===== src/rtl/divisor_pkg.sv =====
// Shared definitions for the parametrised sequential divider.
//   state_t      : controller states (IDLE, CALC, FIX)
//   DEFAULT_SIZE : default operand/result width
//   cnt_width()  : width of an iteration counter able to hold 0..size
package divisor_pkg;

    typedef enum logic [1:0] {
        IDLE = 2'd0,
        CALC = 2'd1,
        FIX  = 2'd2
    } state_t;

    localparam int DEFAULT_SIZE = 8;

    // Counter width large enough to hold the value size.
    function automatic int cnt_width(input int s);
        return $clog2(s + 1);
    endfunction

endpackage


===== src/rtl/divisor_param_if.sv =====
// Request/result bundle of the divider.
//   master : requester (drives start/signo/operands, receives results)
//   slave  : divider   (receives request, drives cociente/resto/done/busy/div_cero)
interface divisor_param_if #(
    parameter int size = 8
);
    logic            start;
    logic            signo;
    logic [size-1:0] numerador;
    logic [size-1:0] denominador;
    logic [size-1:0] cociente;
    logic [size-1:0] resto;
    logic            done;
    logic            busy;
    logic            div_cero;

    modport master (
        output start, signo, numerador, denominador,
        input  cociente, resto, done, busy, div_cero
    );

    modport slave (
        input  start, signo, numerador, denominador,
        output cociente, resto, done, busy, div_cero
    );
endinterface


===== src/rtl/divisor_paso.sv =====
// One combinational radix-2 restoring division step.
//   rem_in  : current partial remainder (size+1 bits)
//   bit_in  : next dividend bit (MSB first)
//   den     : divisor magnitude
//   rem_out : partial remainder after the step
//   q_bit   : quotient bit produced by this step
module divisor_paso #(
    parameter int size = 8
) (
    input  logic [size:0]   rem_in,
    input  logic            bit_in,
    input  logic [size-1:0] den,
    output logic [size:0]   rem_out,
    output logic            q_bit
);

    logic [size+1:0] shifted_s;
    logic [size+1:0] trial_s;

    // Shift in the dividend bit and trial-subtract; one extra bit keeps the borrow visible.
    always_comb begin
        shifted_s = {rem_in, bit_in};
        trial_s   = shifted_s - {2'b00, den};
        rem_out   = shifted_s[size:0];
        q_bit     = 1'b0;
        if (trial_s[size+1] == 1'b0) begin
            rem_out = trial_s[size:0];
            q_bit   = 1'b1;
        end else begin
            rem_out = shifted_s[size:0];
            q_bit   = 1'b0;
        end
    end

endmodule


===== src/rtl/divisor_param.sv =====
// Parametrised sequential integer divider (restoring, one quotient bit per clock).
//   clk   : rising-edge clock
//   rst_n : asynchronous active-low reset
//   bus   : request/result bundle (slave side): start, signo, numerador,
//           denominador in; cociente, resto, done, busy, div_cero out.
// Operates on operand magnitudes for size cycles, then a sign-fix cycle
// writes the results and pulses done. Divide-by-zero skips the iterations.
module divisor_param
    import divisor_pkg::*;
#(
    parameter int size      = DEFAULT_SIZE,
    parameter bit SIGNED_EN = 1'b1
) (
    input  logic           clk,
    input  logic           rst_n,
    divisor_param_if.slave bus
);

    localparam int              CW        = cnt_width(size);
    localparam logic [CW-1:0]   CNT_ZERO  = {CW{1'b0}};
    localparam logic [CW-1:0]   CNT_ONE   = {{(CW-1){1'b0}}, 1'b1};
    localparam logic [CW-1:0]   CNT_LAST  = CW'(size - 1);
    localparam logic [size-1:0] VAL_ZERO  = {size{1'b0}};
    localparam logic [size-1:0] VAL_ONE   = {{(size-1){1'b0}}, 1'b1};
    localparam logic [size-1:0] VAL_ONES  = {size{1'b1}};
    localparam logic [size:0]   REM_ZERO  = {(size+1){1'b0}};

    state_t          state_r;
    logic [CW-1:0]   cnt_r;
    logic [size:0]   rem_r;
    logic [size-1:0] dvd_r;      // dividend magnitude, quotient bits shift in at the LSB
    logic [size-1:0] den_r;      // divisor magnitude
    logic [size-1:0] num_r;      // raw dividend, returned as remainder on divide-by-zero
    logic            q_neg_r;
    logic            r_neg_r;
    logic            zero_r;
    logic [size-1:0] cociente_r;
    logic [size-1:0] resto_r;
    logic            done_r;
    logic            busy_r;
    logic            div_cero_r;

    logic            signed_s;
    logic            num_neg_s;
    logic            den_neg_s;
    logic [size-1:0] num_mag_s;
    logic [size-1:0] den_mag_s;
    logic [size:0]   rem_next_s;
    logic            q_bit_s;

    // Two's-complement negate when n is set; the most negative value maps to 2^(size-1).
    function automatic logic [size-1:0] neg_if(input logic [size-1:0] v, input logic n);
        return n ? (~v + VAL_ONE) : v;
    endfunction

    assign signed_s  = bus.signo & SIGNED_EN;
    assign num_neg_s = signed_s & bus.numerador[size-1];
    assign den_neg_s = signed_s & bus.denominador[size-1];
    assign num_mag_s = neg_if(bus.numerador, num_neg_s);
    assign den_mag_s = neg_if(bus.denominador, den_neg_s);

    divisor_paso #(.size(size)) u_paso (
        .rem_in  (rem_r),
        .bit_in  (dvd_r[size-1]),
        .den     (den_r),
        .rem_out (rem_next_s),
        .q_bit   (q_bit_s)
    );

    // Controller: operand capture, iteration, sign fix and registered results.
    always_ff @(posedge clk or negedge rst_n) begin
        if (!rst_n) begin
            state_r    <= IDLE;
            cnt_r      <= CNT_ZERO;
            rem_r      <= REM_ZERO;
            dvd_r      <= VAL_ZERO;
            den_r      <= VAL_ZERO;
            num_r      <= VAL_ZERO;
            q_neg_r    <= 1'b0;
            r_neg_r    <= 1'b0;
            zero_r     <= 1'b0;
            cociente_r <= VAL_ZERO;
            resto_r    <= VAL_ZERO;
            done_r     <= 1'b0;
            busy_r     <= 1'b0;
            div_cero_r <= 1'b0;
        end else begin
            done_r <= 1'b0;
            case (state_r)
                IDLE: begin
                    if (bus.start) begin
                        num_r   <= bus.numerador;
                        dvd_r   <= num_mag_s;
                        den_r   <= den_mag_s;
                        rem_r   <= REM_ZERO;
                        q_neg_r <= num_neg_s ^ den_neg_s;
                        r_neg_r <= num_neg_s;
                        cnt_r   <= CNT_ZERO;
                        busy_r  <= 1'b1;
                        if (bus.denominador == VAL_ZERO) begin
                            zero_r  <= 1'b1;
                            state_r <= FIX;
                        end else begin
                            zero_r  <= 1'b0;
                            state_r <= CALC;
                        end
                    end else begin
                        busy_r <= 1'b0;
                    end
                end
                CALC: begin
                    rem_r <= rem_next_s;
                    dvd_r <= {dvd_r[size-2:0], q_bit_s};
                    cnt_r <= cnt_r + CNT_ONE;
                    if (cnt_r == CNT_LAST) begin
                        state_r <= FIX;
                    end else begin
                        state_r <= CALC;
                    end
                end
                FIX: begin
                    if (zero_r) begin
                        cociente_r <= VAL_ONES;
                        resto_r    <= num_r;
                        div_cero_r <= 1'b1;
                    end else begin
                        cociente_r <= neg_if(dvd_r, q_neg_r);
                        resto_r    <= neg_if(rem_r[size-1:0], r_neg_r);
                        div_cero_r <= 1'b0;
                    end
                    done_r  <= 1'b1;
                    busy_r  <= 1'b0;
                    state_r <= IDLE;
                end
                default: begin
                    busy_r  <= 1'b0;
                    state_r <= IDLE;
                end
            endcase
        end
    end

    assign bus.cociente = cociente_r;
    assign bus.resto    = resto_r;
    assign bus.done     = done_r;
    assign bus.busy     = busy_r;
    assign bus.div_cero = div_cero_r;

endmodule


===== src/flat_wrapper.sv =====
// flat-port wrapper written by rule: the top's interface ports become plain ports
module divisor_param_flat import divisor_pkg::*;
#(
    parameter int size      = DEFAULT_SIZE,
    parameter bit SIGNED_EN = 1'b1
)
  (clk, rst_n, bus_start, bus_signo, bus_numerador, bus_denominador, bus_cociente, bus_resto, bus_done, bus_busy, bus_div_cero);
  divisor_param_if #(.size(size)) bus_i ();
  input  logic clk;
  input  logic rst_n;
  input wire logic [$bits(bus_i.start)-1:0] bus_start;
  input wire logic [$bits(bus_i.signo)-1:0] bus_signo;
  input wire logic [$bits(bus_i.numerador)-1:0] bus_numerador;
  input wire logic [$bits(bus_i.denominador)-1:0] bus_denominador;
  output wire logic [$bits(bus_i.cociente)-1:0] bus_cociente;
  output wire logic [$bits(bus_i.resto)-1:0] bus_resto;
  output wire logic [$bits(bus_i.done)-1:0] bus_done;
  output wire logic [$bits(bus_i.busy)-1:0] bus_busy;
  output wire logic [$bits(bus_i.div_cero)-1:0] bus_div_cero;
  assign bus_i.start = bus_start;
  assign bus_i.signo = bus_signo;
  assign bus_i.numerador = bus_numerador;
  assign bus_i.denominador = bus_denominador;
  assign bus_cociente = bus_i.cociente;
  assign bus_resto = bus_i.resto;
  assign bus_done = bus_i.done;
  assign bus_busy = bus_i.busy;
  assign bus_div_cero = bus_i.div_cero;
  divisor_param #(.size(size), .SIGNED_EN(SIGNED_EN)) u_core (.clk(clk), .rst_n(rst_n), .bus(bus_i));
endmodule

===== config.mk =====
export PLATFORM = sky130hd
export DESIGN_NAME = divisor_param_flat
export DESIGN_NICKNAME = d
export VERILOG_FILES = /design/src/rtl/divisor_pkg.sv /design/src/rtl/divisor_param_if.sv /design/src/rtl/divisor_paso.sv /design/src/rtl/divisor_param.sv /design/src/flat_wrapper.sv
export SDC_FILE = /design/constraint.sdc
export NUM_CORES = 1
export LEC_CHECK = 0
export CAP_MARGIN = 20
export CORE_UTILIZATION = 50
export CTS_CLUSTER_DIAMETER = 60
export CTS_CLUSTER_SIZE = 12
export DETAILED_ROUTE_END_ITERATION = 12
export HOLD_SLACK_MARGIN = 0.1
export PLACE_DENSITY_LB_ADDON = 0.05
export SYNTH_ARGS = -nofsm -noshare
export SYNTH_HDL_FRONTEND = slang
export SYNTH_SLANG_ARGS = --single-unit

===== constraint.sdc =====
create_clock -name clk -period 2.5 [get_ports clk]
set_clock_uncertainty 0.05 [all_clocks]
set_input_delay 0.375 -clock clk [delete_from_list [all_inputs] [get_ports clk]]
set_output_delay 0.375 -clock clk [all_outputs]
set_load 0.02 [all_outputs]

==> results_dict.tcl <==
set metrics [dict create \
    synth.most_common_cell "nand2_1" \
    p_leak_nw 1.90 \
    met1_length_mm 3.68 \
    wl_mm 7.77 \
    grt_overflow_total 0 \
    fin_crit_ns 2.34 \
    setup_tns_ns 0 \
    ys_types 50 \
    wl_per_cell_um 14.8 \
    gp_congestion 0.768 \
    finalHoldViolCount 0 \
    ys_seq_area_frac 0.438 \
    clockBufferDepth 2 \
    num-fill-cells 620 \
    arrival_ns 2.49 \
    synth_top_area_cell "dfrtp_1" \
    syn_area_um2 3490 \
    synth_common_cells "nand2_1 (67), dfrtp_1 (61), nor2_1 (35)" \
    layout-drive-gt1-share 0.0926 \
    core_area_um2 6760 \
    synth_top_cell_area_share 0.438 \
    fmax_mhz 427 \
    route.met2.wl_mm 3.69 \
    ys_seq_elements 61 \
    finalMaxSlewViolations 0 \
    placementRows 30 \
    cts_hold_buf 0 \
    htreeDepth 3 \
    path_max_fanout 11 \
    critical_path_required_ns 2.65 \
    netlist_instances 391 \
    async_flop_share 1.00 \
    die_w_um 85.5 \
    grt_pass1_wl_mm 13.4 \
    ir_drop_mv 0.631 \
    top_layer "met4" \
    firstDrtPassIters 5 \
    die_h_um 85.5 \
    ioPinCount 39 \
    ys.flop_type "dfrtp_1" \
    initial_core_util 0.516 \
    critPathKind "reg2reg" \
    cts_root_buffer "clkbuf_8" \
    finalCritPeriodShare 0.936 \
    clk_transition_reported_paths_ns 0.07 \
    crit_path_end_kind "register" \
    drc_errors 0 \
    antenna_found_initial 0 \
    syn_avg_cell_area_um2 8.92 \
    power_density_nw_per_um2 1400 \
    grt_max_degree 62 \
    max_slew_margin 0.470 \
    synth_nets 425 \
    synthToLayoutAreaGrowth_pct 20.9 \
    wl_met3_um 262 \
    hold_class "in2async" \
    vias_per_cell 5.52 \
    grt.total_usage 0.237 \
    cp-start-kind "register" \
    tritoncts "done" \
    power_w 0.00589 \
    grt_pass1_vias 2852 \
    nets 472 \
    ys.warnings.count 0 \
    portBuffers 38 \
    worstMarginPinSlew_ns 0.795 \
    status "completed" \
    drt_iter0_drc 108 \
    setup_viol 0 \
    rsz0062_at_grt "false" \
    synth.area.top_cells "dfrtp_1 (44%), nand2_1 (7.2%), ha_1 (4.7%), o21ai_0 (4.6%), xnor2_1 (4.0%)" \
    post-route-util 0.624 \
    design.die.area_um2 7310 \
    synth_edf_count 0 \
    ant_nets 0 \
    cts_sinks 61 \
    worst_hold_slack_ns 0.133 \
    insertion_delay_ns 0.34 \
    vias 2885 \
    num_antenna_cells 0 \
    post-dp-hpwl_mm 5.69 \
    drv_cap 0 \
    cts_made_buffers 9 \
]
-- sequential cells by signal (all words and copies together) (netlist names), 2 cells and up --
signal	flops
u_core.dvd_r	8
u_core.den_r	8
u_core.bus.cociente	8
u_core.rem_r	9
u_core.bus.resto	8
u_core.cnt_r	4
u_core.state_r	2
u_core.num_r	8
-- final timing paths --
kind                                        start                endpoint  slack (ns)  cells past startpoint
hold reg to reg            u_core.bus.cociente[0]  u_core.bus.cociente[0]        0.42                      2
hold / removal                              rst_n         u_core.den_r[6]        0.13                      2
min in group clk           u_core.bus.cociente[0]  u_core.bus.cociente[0]        0.42                      2
setup reg to reg                  u_core.rem_r[6]         u_core.rem_r[5]        0.16                      8
setup / recovery                  u_core.rem_r[6]         u_core.rem_r[5]        0.16                      8
max in group asynchronous                   rst_n  u_core.bus.cociente[3]        1.72                      2
-- area by class of cell --
class                      instances  area [um2]  area share
clock buffer                       9         124      0.0294
clock inverter                     7         100      0.0238
inverter                          22        82.6      0.0196
multi-input combinational        293        1800       0.428
sequential                        61        1530       0.362
tap                               80         100      0.0238
timing repair buffer              51         477       0.113
-- cells in the final DEF, fill, tap and decap left out, types with 12 or more instances in the layout --
cell type	count
nand2_1	67
clkdlybuf4s50_1	37
buf_4	12
mux2i_1	12
xnor2_1	16
o22ai_1	12
inv_1	20
xor2_1	13
o21ai_0	32
ha_1	13
nor2_1	35
dfrtp_1	61
a21oi_1	26
-- per-stage QoR --
step	cell area, um2	instances	setup WS (ns)
global route	4210	523	0.0419
finish	4210	523	0.159
floorplan	3490	391	0.324
CTS	4210	523	0.147
global placement	3990	507	0.230
detailed placement	3990	507	0.153
-- worst max-delay path, stage by stage (launching register included) --
cell and delay [ns]:
dfrtp_1 0.44, ha_1 0.36, and3_1 0.26, a221oi_2 0.26, a21boi_4 0.25, xnor2_2 0.13
buf_6 0.18, mux2i_1 0.20, o21ai_1 0.07
-- metal layers --
layer  GRT usage  up-vias
li1            -     1442
met1       0.320     1367
met2       0.389       60
met3      0.0385       16
met4      0.0833        0
met5           0        -
-- logic make-up after synthesis --
| kind of cell | share of synthesized area |
|---|---|
| AOI/OAI and AO/OA | 0.188 |
| buffers and inverters | 0.0445 |
| adders and majority gates | 0.0524 |
| xor gates and xnor gates | 0.0775 |
| DFF | 0.438 |
| and+or+nand+nor | 0.162 |
| muxes | 0.0377 |
-- timing repair --
| item | in CTS | in global routing |
|---|---|---|
| endpoints found under the setup margin | 0 | 1 |
| gates resized for setup | 0 | 1 |
| setup buffers | 0 | 0 |
-- report_power, final --
part	internal [W]	switching, W
Clock	0.000564	0.000420
Combinational	0.00148	0.00162
Sequential	0.00142	0.000389
Power figures use the tool's default switching activity.
